`config.mk`:
```
export PLATFORM = sky130hd
export DESIGN_NAME = dbf_line_sequencer
export DESIGN_NICKNAME = d
export VERILOG_FILES = /design/src/rtl/dbf_line_sequencer_pkg.sv /design/src/rtl/dbf_line_sequencer_zone_addr_gen.sv /design/src/rtl/dbf_line_sequencer.sv
export SDC_FILE = /design/constraint.sdc
export NUM_CORES = 1
export LEC_CHECK = 0
export CORE_MARGIN = 4
export CORE_UTILIZATION = 40
export CTS_CLUSTER_DIAMETER = 30
export DETAILED_ROUTE_END_ITERATION = 16
export GPL_TIMING_DRIVEN = 0
export PLACE_DENSITY_LB_ADDON = 0.2
export SYNTH_ARGS = -nofsm -noshare
export SYNTH_HDL_FRONTEND = slang
export SYNTH_HIERARCHICAL = 1
export SYNTH_SLANG_ARGS = --single-unit
```
`constraint.sdc`:
```
create_clock -name clk -period 3.64 [get_ports clk]
set_clock_uncertainty 0.1 [all_clocks]
set_input_delay 0.728 -clock clk [delete_from_list [all_inputs] [get_ports clk]]
set_output_delay 0.728 -clock clk [all_outputs]
set_load 0.005 [all_outputs]
```
`src/rtl/dbf_line_sequencer_pkg.sv`:
```
// Shared widths, defaults and state encoding for the DBF scan-line sequencer.
package dbf_line_sequencer_pkg;

  // Default LUT address width, matching the channel dbf_lut_addr port.
  localparam int DBF_ADDR_WD    = 10;
  // Default width of the TX / RX / zone / write counters.
  localparam int DBF_CNT_WD     = 12;
  // Default line timing.
  localparam int DBF_NUM_ZONES  = 1024;
  localparam int DBF_TX_CYCLES  = 16;
  localparam int DBF_RX_SAMPLES = 2048;
  localparam int DBF_ZONE_LEN   = 2;

  // Sequencer state encoding.
  localparam int                   SEQ_ST_WD = 3;
  localparam logic [SEQ_ST_WD-1:0] ST_IDLE   = 3'd0;
  localparam logic [SEQ_ST_WD-1:0] ST_LOAD   = 3'd1;
  localparam logic [SEQ_ST_WD-1:0] ST_TX     = 3'd2;
  localparam logic [SEQ_ST_WD-1:0] ST_RX     = 3'd3;
  localparam logic [SEQ_ST_WD-1:0] ST_DONE   = 3'd4;

endpackage

```
`src/rtl/dbf_line_sequencer_zone_addr_gen.sv`:
```
// RX read-address stepper: a zone tick counter plus a saturating LUT address.
// addr_nxt is the value the address takes at the coming clock edge, so the
// parent can register it straight into its output flop.
module dbf_zone_addr_gen
  import dbf_line_sequencer_pkg::*;
#(
  parameter int ADDR_WD   = DBF_ADDR_WD,
  parameter int CNT_WD    = DBF_CNT_WD,
  parameter int NUM_ZONES = DBF_NUM_ZONES,
  parameter int ZONE_LEN  = DBF_ZONE_LEN
) (
  input  logic               clk,
  input  logic               rst_n,
  input  logic               clr,
  input  logic               en,
  output logic [ADDR_WD-1:0] addr_nxt
);

  localparam logic [CNT_WD-1:0]  ZONE_LAST = CNT_WD'(ZONE_LEN - 1);
  localparam logic [ADDR_WD-1:0] ADDR_LAST = ADDR_WD'(NUM_ZONES - 1);

  logic [CNT_WD-1:0]  zone_cnt_r;
  logic [CNT_WD-1:0]  zone_cnt_s;
  logic [ADDR_WD-1:0] addr_r;
  logic [ADDR_WD-1:0] addr_s;

  // Address advances by one but sticks at the last zone instead of wrapping.
  function automatic logic [ADDR_WD-1:0] sat_inc(input logic [ADDR_WD-1:0] a);
    if (a == ADDR_LAST) begin
      return a;
    end else begin
      return a + ADDR_WD'(1);
    end
  endfunction

  // Next zone tick / address: clear wins, then step on enable, else hold.
  always_comb begin
    zone_cnt_s = zone_cnt_r;
    addr_s     = addr_r;
    if (clr) begin
      zone_cnt_s = '0;
      addr_s     = '0;
    end else if (en) begin
      if (zone_cnt_r == ZONE_LAST) begin
        zone_cnt_s = '0;
        addr_s     = sat_inc(addr_r);
      end else begin
        zone_cnt_s = zone_cnt_r + CNT_WD'(1);
        addr_s     = addr_r;
      end
    end else begin
      zone_cnt_s = zone_cnt_r;
      addr_s     = addr_r;
    end
  end

  // Zone tick and address registers.
  always_ff @(posedge clk or negedge rst_n) begin
    if (!rst_n) begin
      zone_cnt_r <= '0;
      addr_r     <= '0;
    end else begin
      zone_cnt_r <= zone_cnt_s;
      addr_r     <= addr_s;
    end
  end

  assign addr_nxt = addr_s;

endmodule

```
`src/rtl/dbf_line_sequencer.sv`:
```
// Per-scan-line controller for the DBF channel bank: loads the delay LUTs from
// the upstream loader, opens the transmit window, then the receive window while
// stepping the LUT read address per focal zone. Every output is a flop whose
// next value is derived from the next state, so outputs change with the state.
module dbf_line_sequencer
  import dbf_line_sequencer_pkg::*;
#(
  parameter int ADDR_WD    = DBF_ADDR_WD,
  parameter int NUM_ZONES  = DBF_NUM_ZONES,
  parameter int TX_CYCLES  = DBF_TX_CYCLES,
  parameter int RX_SAMPLES = DBF_RX_SAMPLES,
  parameter int ZONE_LEN   = DBF_ZONE_LEN,
  parameter int CNT_WD     = DBF_CNT_WD
) (
  input  logic               clk,
  input  logic               rst_n,
  input  logic               line_req,
  input  logic               abort,
  input  logic               ld_valid,
  output logic               ld_ready,
  output logic [ADDR_WD-1:0] dbf_lut_addr,
  output logic               dbf_lut_we,
  output logic               tx_en,
  output logic               start,
  output logic               busy,
  output logic               line_done
);

  localparam logic [CNT_WD-1:0] WR_ALL  = CNT_WD'(NUM_ZONES);
  localparam logic [CNT_WD-1:0] TX_LAST = CNT_WD'(TX_CYCLES - 1);
  localparam logic [CNT_WD-1:0] RX_LAST = CNT_WD'(RX_SAMPLES - 1);

  logic [SEQ_ST_WD-1:0] state_r;
  logic [SEQ_ST_WD-1:0] state_s;
  logic [CNT_WD-1:0]    wr_cnt_r;
  logic [CNT_WD-1:0]    wr_cnt_s;
  logic [CNT_WD-1:0]    tx_cnt_r;
  logic [CNT_WD-1:0]    tx_cnt_s;
  logic [CNT_WD-1:0]    rx_cnt_r;
  logic [CNT_WD-1:0]    rx_cnt_s;
  logic                 beat_s;
  logic                 zone_en_s;
  logic                 zone_clr_s;
  logic [ADDR_WD-1:0]   zone_addr_s;

  logic                 ld_ready_r;
  logic                 ld_ready_s;
  logic [ADDR_WD-1:0]   lut_addr_r;
  logic [ADDR_WD-1:0]   lut_addr_s;
  logic                 lut_we_r;
  logic                 lut_we_s;
  logic                 tx_en_r;
  logic                 tx_en_s;
  logic                 start_r;
  logic                 start_s;
  logic                 busy_r;
  logic                 busy_s;
  logic                 line_done_r;
  logic                 line_done_s;

  // A loader beat is taken only while the registered ready is presented.
  assign beat_s = (state_r == ST_LOAD) && ld_valid && ld_ready_r;

  // State register.
  always_ff @(posedge clk or negedge rst_n) begin
    if (!rst_n) begin
      state_r <= ST_IDLE;
    end else begin
      state_r <= state_s;
    end
  end

  // Next-state logic; abort overrides everything, including a new request.
  always_comb begin
    state_s = state_r;
    if (abort) begin
      state_s = ST_IDLE;
    end else begin
      case (state_r)
        ST_IDLE: begin
          if (line_req) begin
            state_s = ST_LOAD;
          end else begin
            state_s = ST_IDLE;
          end
        end
        ST_LOAD: begin
          // Leave one cycle after the last beat so its write strobe is not
          // overlapped by the transmit window.
          if (wr_cnt_r == WR_ALL) begin
            state_s = ST_TX;
          end else begin
            state_s = ST_LOAD;
          end
        end
        ST_TX: begin
          if (tx_cnt_r == TX_LAST) begin
            state_s = ST_RX;
          end else begin
            state_s = ST_TX;
          end
        end
        ST_RX: begin
          if (rx_cnt_r == RX_LAST) begin
            state_s = ST_DONE;
          end else begin
            state_s = ST_RX;
          end
        end
        ST_DONE: state_s = ST_IDLE;
        default: state_s = ST_IDLE;
      endcase
    end
  end

  // Phase counters: each runs only while its phase continues, else clears.
  always_comb begin
    wr_cnt_s = '0;
    tx_cnt_s = '0;
    rx_cnt_s = '0;
    if (state_s == ST_LOAD) begin
      if (beat_s) begin
        wr_cnt_s = wr_cnt_r + CNT_WD'(1);
      end else begin
        wr_cnt_s = wr_cnt_r;
      end
    end else begin
      wr_cnt_s = '0;
    end
    if ((state_r == ST_TX) && (state_s == ST_TX)) begin
      tx_cnt_s = tx_cnt_r + CNT_WD'(1);
    end else begin
      tx_cnt_s = '0;
    end
    if ((state_r == ST_RX) && (state_s == ST_RX)) begin
      rx_cnt_s = rx_cnt_r + CNT_WD'(1);
    end else begin
      rx_cnt_s = '0;
    end
  end

  // Phase counter registers.
  always_ff @(posedge clk or negedge rst_n) begin
    if (!rst_n) begin
      wr_cnt_r <= '0;
      tx_cnt_r <= '0;
      rx_cnt_r <= '0;
    end else begin
      wr_cnt_r <= wr_cnt_s;
      tx_cnt_r <= tx_cnt_s;
      rx_cnt_r <= rx_cnt_s;
    end
  end

  // The stepper is cleared on RX entry so the first RX cycle reads zone 0.
  assign zone_en_s  = (state_r == ST_RX) && (state_s == ST_RX);
  assign zone_clr_s = ~zone_en_s;

  dbf_zone_addr_gen #(
    .ADDR_WD   (ADDR_WD),
    .CNT_WD    (CNT_WD),
    .NUM_ZONES (NUM_ZONES),
    .ZONE_LEN  (ZONE_LEN)
  ) u_zone_addr_gen (
    .clk      (clk),
    .rst_n    (rst_n),
    .clr      (zone_clr_s),
    .en       (zone_en_s),
    .addr_nxt (zone_addr_s)
  );

  // Next output values, decoded from the state being entered.
  always_comb begin
    ld_ready_s  = (state_s == ST_LOAD) && (wr_cnt_s != WR_ALL);
    lut_we_s    = (state_s == ST_LOAD) && beat_s;
    tx_en_s     = (state_s == ST_TX);
    start_s     = (state_s == ST_RX);
    busy_s      = (state_s != ST_IDLE);
    line_done_s = (state_s == ST_DONE);
    if (lut_we_s) begin
      lut_addr_s = wr_cnt_r[ADDR_WD-1:0];
    end else if (state_s == ST_RX) begin
      lut_addr_s = zone_addr_s;
    end else begin
      lut_addr_s = '0;
    end
  end

  // Output registers.
  always_ff @(posedge clk or negedge rst_n) begin
    if (!rst_n) begin
      ld_ready_r  <= 1'b0;
      lut_addr_r  <= '0;
      lut_we_r    <= 1'b0;
      tx_en_r     <= 1'b0;
      start_r     <= 1'b0;
      busy_r      <= 1'b0;
      line_done_r <= 1'b0;
    end else begin
      ld_ready_r  <= ld_ready_s;
      lut_addr_r  <= lut_addr_s;
      lut_we_r    <= lut_we_s;
      tx_en_r     <= tx_en_s;
      start_r     <= start_s;
      busy_r      <= busy_s;
      line_done_r <= line_done_s;
    end
  end

  assign ld_ready     = ld_ready_r;
  assign dbf_lut_addr = lut_addr_r;
  assign dbf_lut_we   = lut_we_r;
  assign tx_en        = tx_en_r;
  assign start        = start_r;
  assign busy         = busy_r;
  assign line_done    = line_done_r;

endmodule
```
# Yosys cells after proc, flatten, opt, wreduce, memory -nomap -nowiden
# Index checks and enable logic that the tools add are counted.
# totals
ff_bits	77
inputBits	5
out_inout_bits	16
elab_cells	56
# op_classes
n_addsub	5
n_eq_ne	13
muxes	17
n_reduce_logical	8
# ops
cell	count
12-bit 2-to-1 mux	6
10-bit 2-to-1 mux	5
12-bit by 1-bit adder with 12-bit output, second input constant	4
12-bit by 11-bit equality test with 1-bit output, second input constant	2
12-bit by 1-bit equality test with 1-bit output, second input constant	1
12-bit by 4-bit equality test with 1-bit output, second input constant	1
3-bit by 2-bit equality test with 1-bit output, second input constant	4
12-bit by 11-bit != test with 1-bit output, second input constant	1
3-bit case mux with 4 select lines	1
10-bit by 1-bit adder with 10-bit output, second input constant	1
10-bit equality test, second input constant	1
3-bit by 1-bit equality test with 1-bit output, second input constant	2
1-bit logical AND	6
3-bit 2-to-1 mux	2
3-bit equality test, second input constant	1
3-bit zero test	1
3-bit nonzero test	1
1-bit 2-to-1 mux	2
2-bit 2-to-1 mux	1

# Longest topological paths before layout
# Gate-level depths: netlist of run 1.
# depth
ltp_word	9
ltp_mapped	15
depth_no_buf	12

# By module
# Netlist of run 1, hierarchy kept.
# modules_own_cells
module	n_inst	cells_per_inst	area_each_um2
dbf_line_sequencer	1	260	2640.0
dbf_zone_addr_gen	1	138	1331.3

# Least setup slack after synthesis of run 1
# Ideal clock, no wire load.
# synth_timing
path_kind	reg2reg
start	reg rx_cnt_r[0]
end	reg lut_addr_r[4] (netlist: dbf_lut_addr[4])
arrival_ns	3.108
t_required_ns	3.419
setup_slack_ns	0.311
path_stages_with_launch	16
path_buffers	4
synth_period_minus_slack_ns	3.329
cell_sequence	dfrtp_1 > ha_1 > and3_4 > nand3_2 > nor3_1 > or3_4 > or3_1 > buf_2 > buf_6 > inv_1 > buf_2 > nand4_1 > buf_6 > nor4b_4 > mux2_2 > a22o_1
# synth_via
elab_chain_cells	9
# synth_rtl
element	line	source
from (decl)	dbf_line_sequencer.sv:39	logic [CNT_WD-1:0] rx_cnt_r;
from (signal assigned)	dbf_line_sequencer.sv:151	rx_cnt_r <= rx_cnt_s;
12-bit by 11-bit equality test with 1-bit output	dbf_line_sequencer.sv:104	if (rx_cnt_r == RX_LAST) begin
3-bit 2-to-1 mux	dbf_line_sequencer.sv:104	
3-bit case mux with 4 select lines	dbf_line_sequencer.sv:79	case (state_r)
3-bit 2-to-1 mux	dbf_line_sequencer.sv:76	if (abort) begin
3-bit by 2-bit equality test with 1-bit output	dbf_line_sequencer.sv:156	assign zone_en_s = (state_r == ST_RX) && (state_s == ST_RX);
1-bit logical AND	dbf_line_sequencer.sv:156	
via zone_en_s	dbf_line_sequencer.sv:42	logic zone_en_s;
10-bit 2-to-1 mux	dbf_line_sequencer_zone_addr_gen.sv:40	if (clr) begin
via zone_addr_s[4]	dbf_line_sequencer.sv:44	logic [ADDR_WD-1:0] zone_addr_s;
10-bit 2-to-1 mux	dbf_line_sequencer.sv:182	end else if (state_s == ST_RX) begin
10-bit 2-to-1 mux	dbf_line_sequencer.sv:180	if (lut_we_s) begin
via lut_addr_s[4]	dbf_line_sequencer.sv:49	logic [ADDR_WD-1:0] lut_addr_s;
to (signal assigned)	dbf_line_sequencer.sv:201	lut_addr_r <= lut_addr_s;
to (decl)	dbf_line_sequencer.sv:48	logic [ADDR_WD-1:0] lut_addr_r;
# The timed path passes the listed nets, and every way through them passes these cells.

# Final worst setup path of run 1
# layout_timing
start	reg rx_cnt_r[0]
end	reg lut_addr_r[9] (netlist: dbf_lut_addr[9])
# Same word-level chain as after synthesis.

==> results of run 1 <==
[metrics by stage]
| step | setup slack [ps] | instances | hold WS, ps |
|---|---|---|---|
| 2_1_floorplan | 311 | 398 | 323 |
| 5_1_grt | 36.9 | 569 | 129 |
| 4_1_cts | 11.1 | 568 | 125 |
| 3_3_place_gp | -962 | 551 | 344 |
| 3_5_place_dp | -172 | 552 | 346 |
| 6_report | 201 | 569 | 134 |
[how the worst max path moves through the flow]
stage,start,end,slack [ps],cells past startpoint
final,rx_cnt_r[0]$_DFF_PN0_,dbf_lut_addr[9]$_DFF_PN0_,200,13
after global routing,rx_cnt_r[0]$_DFF_PN0_,dbf_lut_addr[4]$_DFF_PN0_,40,14
after CTS,rx_cnt_r[0]$_DFF_PN0_,dbf_lut_addr[4]$_DFF_PN0_,10,15
after detailed placement,abort,dbf_lut_addr[4]$_DFF_PN0_,-170,12
after global placement,rst_n,wr_cnt_r[10]$_DFF_PN0_,-960,1
after floorplan,rx_cnt_r[0]$_DFF_PN0_,dbf_lut_addr[4]$_DFF_PN0_,310,15
[kinds of logic after synthesis]
family / Yosys count / share of synthesized area [%]
simple gates: 189 / 27.1
flops: 77 / 48.5
compound gates: 49 / 8.63
xor+xnor: 40 / 8.82
buf+inv: 34 / 4.22
fa+ha+maj: 7 / 2.21
mux: 2 / 0.536
[flip-flops by register name (all words and copies together) (netlist names)]
register	flops
state_r	3
u_zone_addr_gen/addr_r	10
dbf_lut_addr	10
rx_cnt_r	12
tx_cnt_r	12
u_zone_addr_gen/zone_cnt_r	12
tx_en	1
start	1
wr_cnt_r	12
ld_ready	1
busy	1
dbf_lut_we	1
line_done	1
[layout make-up]
type / count / area share, %
sequential: 77 / 42.0
multi-input combinational: 287 / 41.5
timing repair buffer: 23 / 5.18
tap: 133 / 3.62
clock buffer: 12 / 3.16
buffer: 19 / 2.45
inverter: 14 / 1.14
clock inverter: 4 / 1.04
[routing by layer]
metal	part of all wire [%]	vias to the layer above
li1	-	1476
met1	48	1435
met2	47	40
met3	4.0	6
met4	0.92	0
met5	0	-
[what timing repair did]
| action | in CTS | in global routing |
|---|---|---|
| gates resized for setup | 0 | 10 |
| buffers inserted | 0 | 1 |
| endpoints found under the setup margin | 0 | 9 |
| hold buffers | 0 | 0 |
[placed cells by master, fill, tap and decap left out, types with 3 or more instances in the layout]
cell | synthesis | final
a21oi_1 | 12 | 12
a211oi_1 | 3 | 3
buf_2 | 8 | 7
nand4_1 | 15 | 15
clkbuf_8 | 0 | 10
nor2_1 | 61 | 61
buf_4 | 0 | 3
nand2_1 | 20 | 20
and3_1 | 16 | 16
o21ai_0 | 5 | 5
nor2b_1 | 3 | 3
buf_6 | 4 | 4
clkbuf_1 | 8 | 10
ha_1 | 7 | 6
and4_2 | 3 | 3
nor4_1 | 6 | 6
dfrtp_1 | 77 | 77
clkdlybuf4s50_1 | 0 | 19
xnor2_1 | 22 | 22
inv_1 | 14 | 14
and4_1 | 5 | 5
a31oi_1 | 6 | 6
a22o_1 | 10 | 10
xor2_1 | 18 | 18
nand3_1 | 20 | 20
nor3_1 | 10 | 10
[power by group]
| part | switching (mW) | leakage [nW] | internal (mW) | total (mW) |
|---|---|---|---|---|
| registers | 0.00313 | 1.07 | 0.858 | 0.861 |
| clock network | 0.309 | 0.0964 | 0.334 | 0.643 |
| logic | 0.0340 | 0.736 | 0.0190 | 0.0531 |
==> out/results.tsv, run 1 <==
metric	value	unit
areaGrowthSynthToFinish	15.7	%
ctsRootBufferMaster	clkbuf_8	
synth_top_area_cell	dfrtp_1	
clkLatencyLatePin	350	ps
ys_warn_count	6	
place_area	4360	um2
start_util	40.8	%
regToRegEndpoint	dbf_lut_addr[9]$_DFF_PN0_	
setup_viol	0	
ant_nets	0	
ios	21	
busiest_layer	met2	
grt_pass1_wl	14100	um
drcViolationCount	0	
p_per_area	339	nW/um2
gp_congestion	0.835	
syn_nets	410	
wirelength	8190	um
clock_sinks	77	
firstDrtPassIters	4	
cts_made_buffers	9	
fin_crit_sh	94.5	%
max_cap_violations	0	
synth_cell_types	57	
hold_violations	0	
fp.dieArea	11600	um2
multiInputGateArea	1900	um2
die_x	108	um
num_vias	2957	
antenna_found_initial	0	
required	3770	ps
reg2reg_depth	13	
fmax	291	MHz
peakVddDrop	231	uV
vias_per_cell	5.20	
async_flop_share	100	%
insertedDiodeCount	0	
r2r_slack	200	ps
status	finished, final reports clean	
row_count	36	
dp_hpwl	5730	um
yosys.cell_count.top_type	dfrtp_1	
cp_cell_sequence	ha_2 -> and3_4 -> nand3_2 -> nor3_1 -> or3_4 -> or3_1 -> buf_4 -> inv_1 -> buf_6 -> nand4_1 -> or4_1 -> o211a_1 -> a22o_1	
hold_class	input pin to asynchronous set/reset pin	
synth_area	3970	um2
critPathBufInv	3	
crit_fanout	19	
slew_headroom	60.0	%
endpoint_kind	flop	
synth_largest_type_area_fraction	48.5	%
dr.first_iter.drc_count	135	
synth-main-ff-cell	dfrtp_1	
global_route.usage.met1	20.8	%
p_total	1.56	mW
post-route-min-period	3440	ps
synthTopCellsByArea	dfrtp_1 49%, nor2_1 5.8%, xnor2_1 4.9%	
slowest_delay	550	ps
cts_buffer_depth	2	
core_area	9730	um2
die_h	108	um
p_leak	1.91	nW
wl_per_cell	14.4	um
crit-reg2reg-launch	rx_cnt_r[0]$_DFF_PN0_	
track_usage	15.2	%
synth_area_per_cell	9.98	um2
critPathKind	flop to flop	
critPathLaunchType	flop	
fin_setup_tns	0	ps
synth_edf_count	0	
fill_cells	941	
synth-seq-cells	77	
grtUsageMet2	23.8	%
htreeDepth	3	
fin_util	47.2	%
drive_gt1_share	11.7	%
portBuffers	20	
stdcell_area	4590	um2
grt_overflow	0	
register_area	1930	um2
cts_tree	done	
rsz0062_at_grt	no	
grt_use_met3	4.44	%
slew_viol_final	0	
ys_seq_area_share	48.5	%
slowest_stage	or4_1	
syn_inst	398	
fin_nets	443	
cp.arrival	3570	ps
crit_family	simple AND/OR/NAND/NOR gates	
grt_max_degree	64	
clkTransAtPathRegs	80	ps
worst_pin_slew	596	ps
grt_pass1_vias	2972	
synth_commonest_cells	77 x dfrtp_1, 61 x nor2_1, 22 x xnor2_1, 20 x nand2_1, 20 x nand3_1	
No activity file was read; power rests on OpenSTA's default activity.
==> inputs of run 2 (changes only) <==
--- a/config.mk
+++ b/config.mk
@@ -5,7 +5,7 @@
 export SDC_FILE = /design/constraint.sdc
 export NUM_CORES = 1
 export LEC_CHECK = 0
-export CORE_MARGIN = 4
+export CORE_MARGIN = 3
 export CORE_UTILIZATION = 40
 export CTS_CLUSTER_DIAMETER = 30
 export DETAILED_ROUTE_END_ITERATION = 16
==> out/results.tsv, run 2 (synthesis results as in run 1) <==
metric	value	unit	change
p_sw_share	20.4	%	-1.9 points
fin_crit_sh	96.1	%	+1.7 points
status	finished, final reports clean		
max_cap_violations	0		unchanged
insertedDiodeCount	0		unchanged
multiInputGateArea	1910	um2	+0.26%
row_count	35		-2.8%
p_per_area	366	nW/um2	+8.0%
critPathBufInv	4		+1
fp.dieArea	11200	um2	-3.7%
clkTransAtPathRegs	80	ps	about the same
slew_viol_final	0		unchanged
hold_class	input pin to asynchronous set/reset pin		
stdcell_area	4630	um2	+0.87%
track_usage	15.7	%	+0.51 points
postCtsSetupBuffers	0		unchanged
grt_pass1_vias	2906		-2.2%
grt_overflow	0		unchanged
grt_pass1_wl	14100	um	+0.59%
worst_pin_slew	562	ps	-33.6 ps
gp_congestion	0.821		-1.7%
slew_headroom	62.3	%	+2.3 points
ios	21		unchanged
p_int	1.35	mW	+12%
start_util	42.0	%	+1.2 points
slowest_stage	a211oi_1		
wl_per_cell	14.6	um	+1.7%
crit_family	simple AND/OR/NAND/NOR gates		
fill_cells	914		-2.9%
antenna_found_initial	0		unchanged
grt_max_degree	65		+1.6%
p_sw	0.345	mW	-0.29%
cts_tree	done		
final_common_cell	dfrtp_1		
die_h	106	um	-1.9%
cp_cell_sequence	ha_1 -> and3_4 -> nand3_2 -> nor3_1 -> or3_4 -> or3_1 -> buf_4 -> inv_1 -> buf_6 -> and4_2 -> buf_2 -> a31oi_1 -> a211oi_1 -> a22o_1		
endpoint_kind	flop		
firstDrtPassIters	4		unchanged
cp.arrival	3680	ps	+110 ps
slowest_delay	510	ps	-40 ps
drcViolationCount	0		unchanged
cts_buffer_depth	2		unchanged
ctsRootBufferMaster	clkbuf_8		
crit_fanout	19		unchanged
vias_per_cell	5.28		+1.6%
num_vias	2978		+0.71%
register_area	1930	um2	unchanged
p_leak	1.93	nW	+1.2%
cts_made_buffers	9		unchanged
wirelength	8250	um	+0.77%
dp_hpwl	5700	um	-0.43%
setup_viol	0		unchanged
rsz0062_at_grt	no		
required	3820	ps	+50 ps
worst_slack	140	ps	-60.4 ps
hold_violations	0		unchanged
areaGrowthSynthToFinish	16.7	%	
place_area	4360	um2	-0.11%
die_x	106	um	-1.9%
post-route-min-period	3500	ps	+60.4 ps
clock_sinks	77		unchanged
fin_nets	442		-0.23%
htreeDepth	3		unchanged
whs	130	ps	-3.82 ps
core_area	9460	um2	-2.8%
mostFrequentLayoutCells	77 x dfrtp_1, 61 x nor2_1, 22 x xnor2_1, 20 x nand3_1, 20 x nand2_1		
clkLatencyLatePin	340	ps	about the same
seqPwrFrac	50.8	%	-4.5 points
dp_slack	-158	ps	+13.5 ps
dr.first_iter.drc_count	145		+7.4%
peakVddDrop	176	uV	-24%
fmax	286	MHz	-1.7%
comb_power_share	3.1	%	-0.3 points
portBuffers	20		unchanged
clock_power_share	46.1	%	+4.8 points
ant_nets	0		unchanged
critPathLaunchType	flop		
critPathKind	flop to flop		
drive_gt1_share	11.3	%	-0.43 points
==> run 2: worst paths after layout <==
| path | from | endpoint | slack (ps) | cells after the start |
|---|---|---|---|---|
| setup / recovery | rx_cnt_r[0]$_DFF_PN0_ | dbf_lut_addr[8]$_DFF_PN0_ | 140 | 14 |
| hold / removal | rst_n | u_zone_addr_gen/zone_cnt_r[1]$_DFFE_PN0P_ | 130 | 1 |
| setup reg to reg | rx_cnt_r[0]$_DFF_PN0_ | dbf_lut_addr[8]$_DFF_PN0_ | 140 | 14 |
| hold reg to reg | tx_cnt_r[0]$_DFF_PN0_ | tx_cnt_r[0]$_DFF_PN0_ | 350 | 1 |
| max in group asynchronous | rst_n | u_zone_addr_gen/addr_r[5]$_DFF_PN0_ | 2750 | 2 |
| min in group clk | tx_cnt_r[0]$_DFF_PN0_ | tx_cnt_r[0]$_DFF_PN0_ | 350 | 1 |
==> run 2: power groups by stage <==
stage	combinational (mW)	sequential, mW	clock (mW)
6_report	0.0531	0.861	0.782
2_1_floorplan	0.0196	0.878	0
4_1_cts	0.0549	0.861	0.808
3_3_place_gp	0.0510	0.878	0
3_5_place_dp	0.0550	0.878	0
5_1_grt	0.0605	0.861	0.840
==> run 2: layout make-up <==
class,count,share of cell area (%)
Inverter,14,1.13
Buffer,19,2.43
Tap cell,129,3.48
Multi-Input combinational cell,287,41.2
Timing Repair Buffer,22,4.97
Sequential cell,77,41.6
Clock buffer,12,3.13
Clock inverter,4,2.05
==> run 2: repair_timing <==
action                     CTS  global route
hold buffers                 0             0
resized for setup            1             8
cloned                       0             1
setup endpoints to repair    1             9
==> run 2: stage by stage <==
step	total power, mW	setup TNS (ps)	util (%)	cells
global placement	0.929	-72560	45.8	547
detailed placement	0.933	-712	46.1	548
CTS	1.72	0	48.6	564
finish	1.70	0	49.0	564
global route	1.76	0	49.0	564
floorplan	0.897	0	-	398
==> run 2: metal layers <==
| metal | track usage (%) | vias to the layer above | routed length, um |
|---|---|---|---|
| met3 | 4.78 | 4 | 270 |
| met4 | 3.79 | 0 | 26 |
| met1 | 22.4 | 1444 | 4080 |
| li1 | - | 1476 | - |
| met2 | 23.5 | 54 | 3870 |
| met5 | 0 | - | 0 |
